===== src/rtl/aes128_byte_loader_if.sv =====
// Signal bundle between the byte loader, its upstream byte source, the AES core
// and the ciphertext consumer.
interface aes128_byte_loader_if;
  logic         in_valid;
  logic         in_ready;
  logic [7:0]   in_data;
  logic         in_reuse_key;
  logic [0:127] core_plaintext;
  logic [0:127] core_key;
  logic [0:127] core_en_msg;
  logic         out_valid;
  logic         out_ready;
  logic [0:127] out_data;
  logic         key_loaded;

  modport slave (
    input  in_valid, in_data, in_reuse_key, core_en_msg, out_ready,
    output in_ready, core_plaintext, core_key, out_valid, out_data, key_loaded
  );

  modport master (
    output in_valid, in_data, in_reuse_key, core_en_msg, out_ready,
    input  in_ready, core_plaintext, core_key, out_valid, out_data, key_loaded
  );
endinterface


===== src/rtl/aes128_byte_loader.sv =====
// Byte-serial loader for a combinational AES-128 core: assembles key/plaintext
// bytes, waits for the core to settle, and hands the ciphertext downstream.
module aes128_byte_loader #(
  parameter int SETTLE_CYCLES = 2
) (
  input  logic                   clk,
  input  logic                   rst,
  aes128_byte_loader_if.slave    bus
);

  typedef enum logic [1:0] {LOAD_KEY, LOAD_PT, SETTLE, OUTPUT} state_e;

  localparam logic [3:0] SETTLE_LAST = 4'(SETTLE_CYCLES - 1);

  state_e       state_q, state_d;
  logic [3:0]   byte_cnt_q, byte_cnt_d;
  logic [3:0]   settle_cnt_q, settle_cnt_d;
  logic [0:127] key_q, key_d;
  logic [0:127] pt_q, pt_d;
  logic [0:127] out_data_q, out_data_d;
  logic         out_valid_q, out_valid_d;
  logic         key_loaded_q, key_loaded_d;
  logic         in_ready;
  logic         xfer;
  logic [6:0]   byte_pos;

  assign in_ready = (state_q == LOAD_KEY) || (state_q == LOAD_PT);
  assign xfer     = bus.in_valid && in_ready;
  // Byte 0 lands in bits [0:7], i.e. FIPS-197 hex-string order.
  assign byte_pos = {byte_cnt_q, 3'b000};

  // NOTE: every _d gets its hold value first so no path through the case
  // leaves a variable unassigned, which would infer a latch.
  always_comb begin
    state_d      = state_q;
    byte_cnt_d   = byte_cnt_q;
    settle_cnt_d = settle_cnt_q;
    key_d        = key_q;
    pt_d         = pt_q;
    out_data_d   = out_data_q;
    out_valid_d  = out_valid_q;
    key_loaded_d = key_loaded_q;

    case (state_q)
      LOAD_KEY: begin
        if (xfer) begin
          if (byte_cnt_q == 4'd0 && bus.in_reuse_key && key_loaded_q) begin
            pt_d[0:7]  = bus.in_data;
            byte_cnt_d = 4'd1;
            state_d    = LOAD_PT;
          end else begin
            key_d[byte_pos +: 8] = bus.in_data;
            if (byte_cnt_q == 4'd0) key_loaded_d = 1'b0;
            if (byte_cnt_q == 4'd15) begin
              key_loaded_d = 1'b1;
              byte_cnt_d   = 4'd0;
              state_d      = LOAD_PT;
            end else begin
              byte_cnt_d = byte_cnt_q + 4'd1;
            end
          end
        end
      end

      LOAD_PT: begin
        if (xfer) begin
          pt_d[byte_pos +: 8] = bus.in_data;
          if (byte_cnt_q == 4'd15) begin
            byte_cnt_d   = 4'd0;
            settle_cnt_d = 4'd0;
            state_d      = SETTLE;
          end else begin
            byte_cnt_d = byte_cnt_q + 4'd1;
          end
        end
      end

      SETTLE: begin
        // Core inputs have been stable since the last byte; capture once the
        // configured propagation time has elapsed.
        if (settle_cnt_q == SETTLE_LAST) begin
          out_data_d   = bus.core_en_msg;
          out_valid_d  = 1'b1;
          settle_cnt_d = 4'd0;
          state_d      = OUTPUT;
        end else begin
          settle_cnt_d = settle_cnt_q + 4'd1;
        end
      end

      OUTPUT: begin
        if (bus.out_ready) begin
          out_valid_d = 1'b0;
          byte_cnt_d  = 4'd0;
          state_d     = LOAD_KEY;
        end
      end

      default: state_d = LOAD_KEY;
    endcase
  end

  // NOTE: state uses non-blocking assignments so every register samples the
  // pre-edge values regardless of statement order.
  always_ff @(posedge clk) begin
    if (rst) begin
      state_q      <= LOAD_KEY;
      byte_cnt_q   <= 4'd0;
      settle_cnt_q <= 4'd0;
      key_q        <= '0;
      pt_q         <= '0;
      out_data_q   <= '0;
      out_valid_q  <= 1'b0;
      key_loaded_q <= 1'b0;
    end else begin
      state_q      <= state_d;
      byte_cnt_q   <= byte_cnt_d;
      settle_cnt_q <= settle_cnt_d;
      key_q        <= key_d;
      pt_q         <= pt_d;
      out_data_q   <= out_data_d;
      out_valid_q  <= out_valid_d;
      key_loaded_q <= key_loaded_d;
    end
  end

  assign bus.in_ready       = in_ready;
  assign bus.core_key       = key_q;
  assign bus.core_plaintext = pt_q;
  assign bus.out_data       = out_data_q;
  assign bus.out_valid      = out_valid_q;
  assign bus.key_loaded     = key_loaded_q;

endmodule


===== src/flat_wrapper.sv =====
// flat-port wrapper written by rule: the top's interface ports become plain ports
module aes128_byte_loader_flat 
#(
  parameter int SETTLE_CYCLES = 2
)
  (clk, rst, bus_in_valid, bus_in_data, bus_in_reuse_key, bus_core_en_msg, bus_out_ready, bus_in_ready, bus_core_plaintext, bus_core_key, bus_out_valid, bus_out_data, bus_key_loaded);
  aes128_byte_loader_if bus_i ();
  input  logic clk;
  input  logic rst;
  input wire logic [$bits(bus_i.in_valid)-1:0] bus_in_valid;
  input wire logic [$bits(bus_i.in_data)-1:0] bus_in_data;
  input wire logic [$bits(bus_i.in_reuse_key)-1:0] bus_in_reuse_key;
  input wire logic [$bits(bus_i.core_en_msg)-1:0] bus_core_en_msg;
  input wire logic [$bits(bus_i.out_ready)-1:0] bus_out_ready;
  output wire logic [$bits(bus_i.in_ready)-1:0] bus_in_ready;
  output wire logic [$bits(bus_i.core_plaintext)-1:0] bus_core_plaintext;
  output wire logic [$bits(bus_i.core_key)-1:0] bus_core_key;
  output wire logic [$bits(bus_i.out_valid)-1:0] bus_out_valid;
  output wire logic [$bits(bus_i.out_data)-1:0] bus_out_data;
  output wire logic [$bits(bus_i.key_loaded)-1:0] bus_key_loaded;
  assign bus_i.in_valid = bus_in_valid;
  assign bus_i.in_data = bus_in_data;
  assign bus_i.in_reuse_key = bus_in_reuse_key;
  assign bus_i.core_en_msg = bus_core_en_msg;
  assign bus_i.out_ready = bus_out_ready;
  assign bus_in_ready = bus_i.in_ready;
  assign bus_core_plaintext = bus_i.core_plaintext;
  assign bus_core_key = bus_i.core_key;
  assign bus_out_valid = bus_i.out_valid;
  assign bus_out_data = bus_i.out_data;
  assign bus_key_loaded = bus_i.key_loaded;
  aes128_byte_loader #(.SETTLE_CYCLES(SETTLE_CYCLES)) u_core (.clk(clk), .rst(rst), .bus(bus_i));
endmodule

===== config.mk =====
export PLATFORM = sky130hd
export DESIGN_NAME = aes128_byte_loader_flat
export DESIGN_NICKNAME = d
export VERILOG_FILES = /design/src/rtl/aes128_byte_loader_if.sv /design/src/rtl/aes128_byte_loader.sv /design/src/flat_wrapper.sv
export SDC_FILE = /design/constraint.sdc
export NUM_CORES = 1
export LEC_CHECK = 0
export CAP_MARGIN = 20
export CORE_AREA = 2 2 208 210
export CTS_CLUSTER_DIAMETER = 150
export DETAILED_ROUTE_END_ITERATION = 8
export DIE_AREA = 0 0 210 212
export GPL_TIMING_DRIVEN = 0
export PLACE_DENSITY = 0.76
export SYNTH_ARGS = -nofsm -noshare
export SYNTH_HDL_FRONTEND = slang
export SYNTH_SLANG_ARGS = --single-unit

===== constraint.sdc =====
create_clock -name clk -period 2.5 [get_ports clk]
set_clock_uncertainty 0.1 [all_clocks]
set_input_delay 0.375 -clock clk [delete_from_list [all_inputs] [get_ports clk]]
set_output_delay 0.375 -clock clk [all_outputs]
set_load 0.005 [all_outputs]

==> flow_metrics.tcl <==
set metrics [dict create \
    end_kind "register" \
    clockBufferDepth 3 \
    synth-seq-area-share_pct 53.5 \
    final_antenna_net_count 0 \
    worst_pin_slew_ns 0.908 \
    synth_common_cells "dfxtp_1 (396), nand2_1 (394), a21oi_1 (239), nor2_1 (214), mux2i_1 (146)" \
    p_per_area_nw_per_um2 665 \
    dr.pass1.iters 5 \
    min_period_ns 2.42 \
    dpl_cell_area_um2 20800 \
    cts-root-buf "clkbuf_16" \
    grtUsageTotal_pct 25.8 \
    critPathArrivalTime_ns 2.75 \
    num-nets-final 2464 \
    ioPinCount 528 \
    utilization_pct 53.0 \
    avgSynthCellArea_um2 8.55 \
    start_kind "register" \
    synth_top_area_cell "dfxtp_1" \
    vias_per_cell 5.07 \
    synthAdderAreaFrac_pct 1.10 \
    synth-compound-area-share_pct 9.85 \
    numCtsBuffers 43 \
    drt_iter0_markers 927 \
    hold_viol_final 0 \
    grt.overflow.total 0 \
    flow.area_growth_from_synthesis_pct 51.8 \
    setup_viol 0 \
    synth_top_area_share_pct 53.5 \
    ys.warnings.count 0 \
    crit_type "register to register" \
    dp_worst_setup_slack_ns -0.696 \
    hpwl_mm 44.7 \
    synth-edff-count 0 \
    p_leak_nw 7.58 \
    coreArea_um2 42500 \
    crit_required_ns 2.83 \
    syn-instance-count 1733 \
    final_cells 2892 \
    die-area_um2 44500 \
    synth_nets 1887 \
    rsz0062_at_grt "yes" \
    netlist_area_um2 14800 \
    die_h_um 212 \
    synth_ff_type "dfxtp_1" \
    dp_cells 2806 \
    fin_crit_sh_pct 96.7 \
    vias 14700 \
    gp_congestion 0.948 \
    clk_latency_ns 0.58 \
    synth-xor-area-share_pct 0 \
    grt_pass1_vias 14500 \
    clock-sinks 396 \
    slew_violations 0 \
    stdcell_area_um2 22500 \
    synth-simple-area-share_pct 22.3 \
    htree_num_levels 2 \
    fmax_ghz 0.414 \
    min_path_type "input pin to register" \
    ir_drop_v 0.000545 \
    cts_hold_buf 0 \
    max-slew-margin-rel_pct 39.5 \
    drive_gt1_share_pct 6.57 \
    cts_tree "yes" \
    synth-async-reset-ratio_pct 0 \
    muxShareOfSynthArea_pct 9.86 \
    clkTransAtPathRegs_ns 0.06 \
    placementRows 76 \
    yosysUniqueCellTypes 45 \
    yosysMostFrequentCell "dfxtp_1" \
    setup_slack_ns 0.0827 \
    hold_ws_ns 0.255 \
    io_buffers 527 \
    ys_ff_latch 396 \
    antenna_found_initial 5 \
    grt_pass1_wl_mm 87.3 \
    crit_fanout 9 \
    drv_cap 0 \
    synth_area_leaders "dfxtp_1 (53%), nand2_1 (10%), mux2i_1 (9.9%), a21oi_1 (8.1%), nor2_1 (5.4%)" \
    grt_max_degree 15 \
    initial_core_util_pct 34.9 \
    synth_top_family_by_area "simple AND/OR/NAND/NOR gates" \
    die_w_um 210 \
    drc 0 \
    wirelength_mm 59.5 \
    status "complete, no violations" \
    drt-wirelength-per-cell_um 20.6 \
]
[worst paths after layout]
path                                              start                                    endpoint  slack [ns]  cells past startpoint
hold reg to reg   u_core.bus.out_data[105]$_SDFFE_PP0P_       u_core.bus.out_data[105]$_SDFFE_PP0P_        0.35                      2
setup reg to reg      u_core.byte_cnt_q[0]$_SDFFE_PP0P_  u_core.bus.core_plaintext[67]$_SDFFE_PP0P_        0.08                      7
hold / removal                      bus_core_en_msg[33]        u_core.bus.out_data[94]$_SDFFE_PP0P_        0.25                      3
setup / recovery      u_core.byte_cnt_q[0]$_SDFFE_PP0P_  u_core.bus.core_plaintext[67]$_SDFFE_PP0P_        0.08                      7
[cells by family (layout without fill, tap and decap cells)]
kind of cell | count (synthesis) | after routing
compound gates | 272 | 272
fa+ha+maj | 13 | 13
buf+inv | 122 | 733
flops | 396 | 396
mux | 146 | 146
other cells | 0 | 2
simple gates | 784 | 784
[flip-flops by register name, indices dropped and copies added (netlist names)]
register / flops
u_core.settle_cnt_q: 4
u_core.bus.out_data: 128
u_core.byte_cnt_q: 4
u_core.state_q: 2
u_core.bus.core_plaintext: 128
u_core.bus.key_loaded: 1
u_core.bus.out_valid: 1
u_core.bus.core_key: 128
[critical path, stage by stage (launching register included)]
cell     delay (ns)
dfxtp_1        0.35
buf_6          0.15
inv_1          0.16
ha_1           0.33
nand3_2        0.26
nor2_2         0.58
mux2i_1        0.27
nor2_1         0.06
[per-layer routing]
metal	up-vias	part of all wire [%]	GRT usage, %
met2	634	49	45.6
met5	-	0.060	0
met1	6966	38	27.9
met4	6	4.1	11.7
met3	134	9.4	8.80
li1	6920	-	-
[report_power, final]
group          internal (W)  total (W)  switching (W)
sequential          0.00637    0.00642      0.0000561
clock               0.00410    0.00681        0.00271
combinational      0.000631    0.00173        0.00109
total                0.0111     0.0150        0.00386
[layout make-up]
class,instances,area [um2]
multi-input combinational,1215,6500
clock buffer,57,1230
tap,546,683
clock inverter,22,293
timing repair buffer,533,5350
antenna,2,5.00
inverter,9,33.8
sequential,396,7930
fill,3870,20000
buffer,112,487
[repair_timing]
action,4_1_cts,5_1_grt
setup endpoints to repair,91,308
pin swaps,1,5
resized for setup,15,29
buffers inserted,1,5
[cell usage in the layout, fill, tap and decap left out, types with 8 or more instances in the layout]
cell,Yosys,routed
nor2_4,3,9
nand3_1,97,93
nor2_2,11,14
nor2_1,214,205
and2_1,9,9
nand2_1,394,394
ha_1,13,11
buf_4,2,8
dfxtp_1,396,394
clkbuf_8,0,11
mux2i_1,146,146
buf_2,20,19
a22o_1,10,10
nand2b_1,27,26
clkbuf_16,0,43
clkbuf_1,88,87
a21oi_1,239,238
inv_1,9,9
clkdlybuf4s50_1,0,526
[per-stage QoR]
step / power, W / TNS [ns]
after floorplan: 0.00744 / 0
after global placement: 0.00819 / -84.19
after detailed placement: 0.00822 / -86.08
after CTS: 0.0150 / 0
after global routing: 0.0154 / -0.362
final: 0.0150 / 0
No activity file was read; power rests on OpenSTA's default activity.
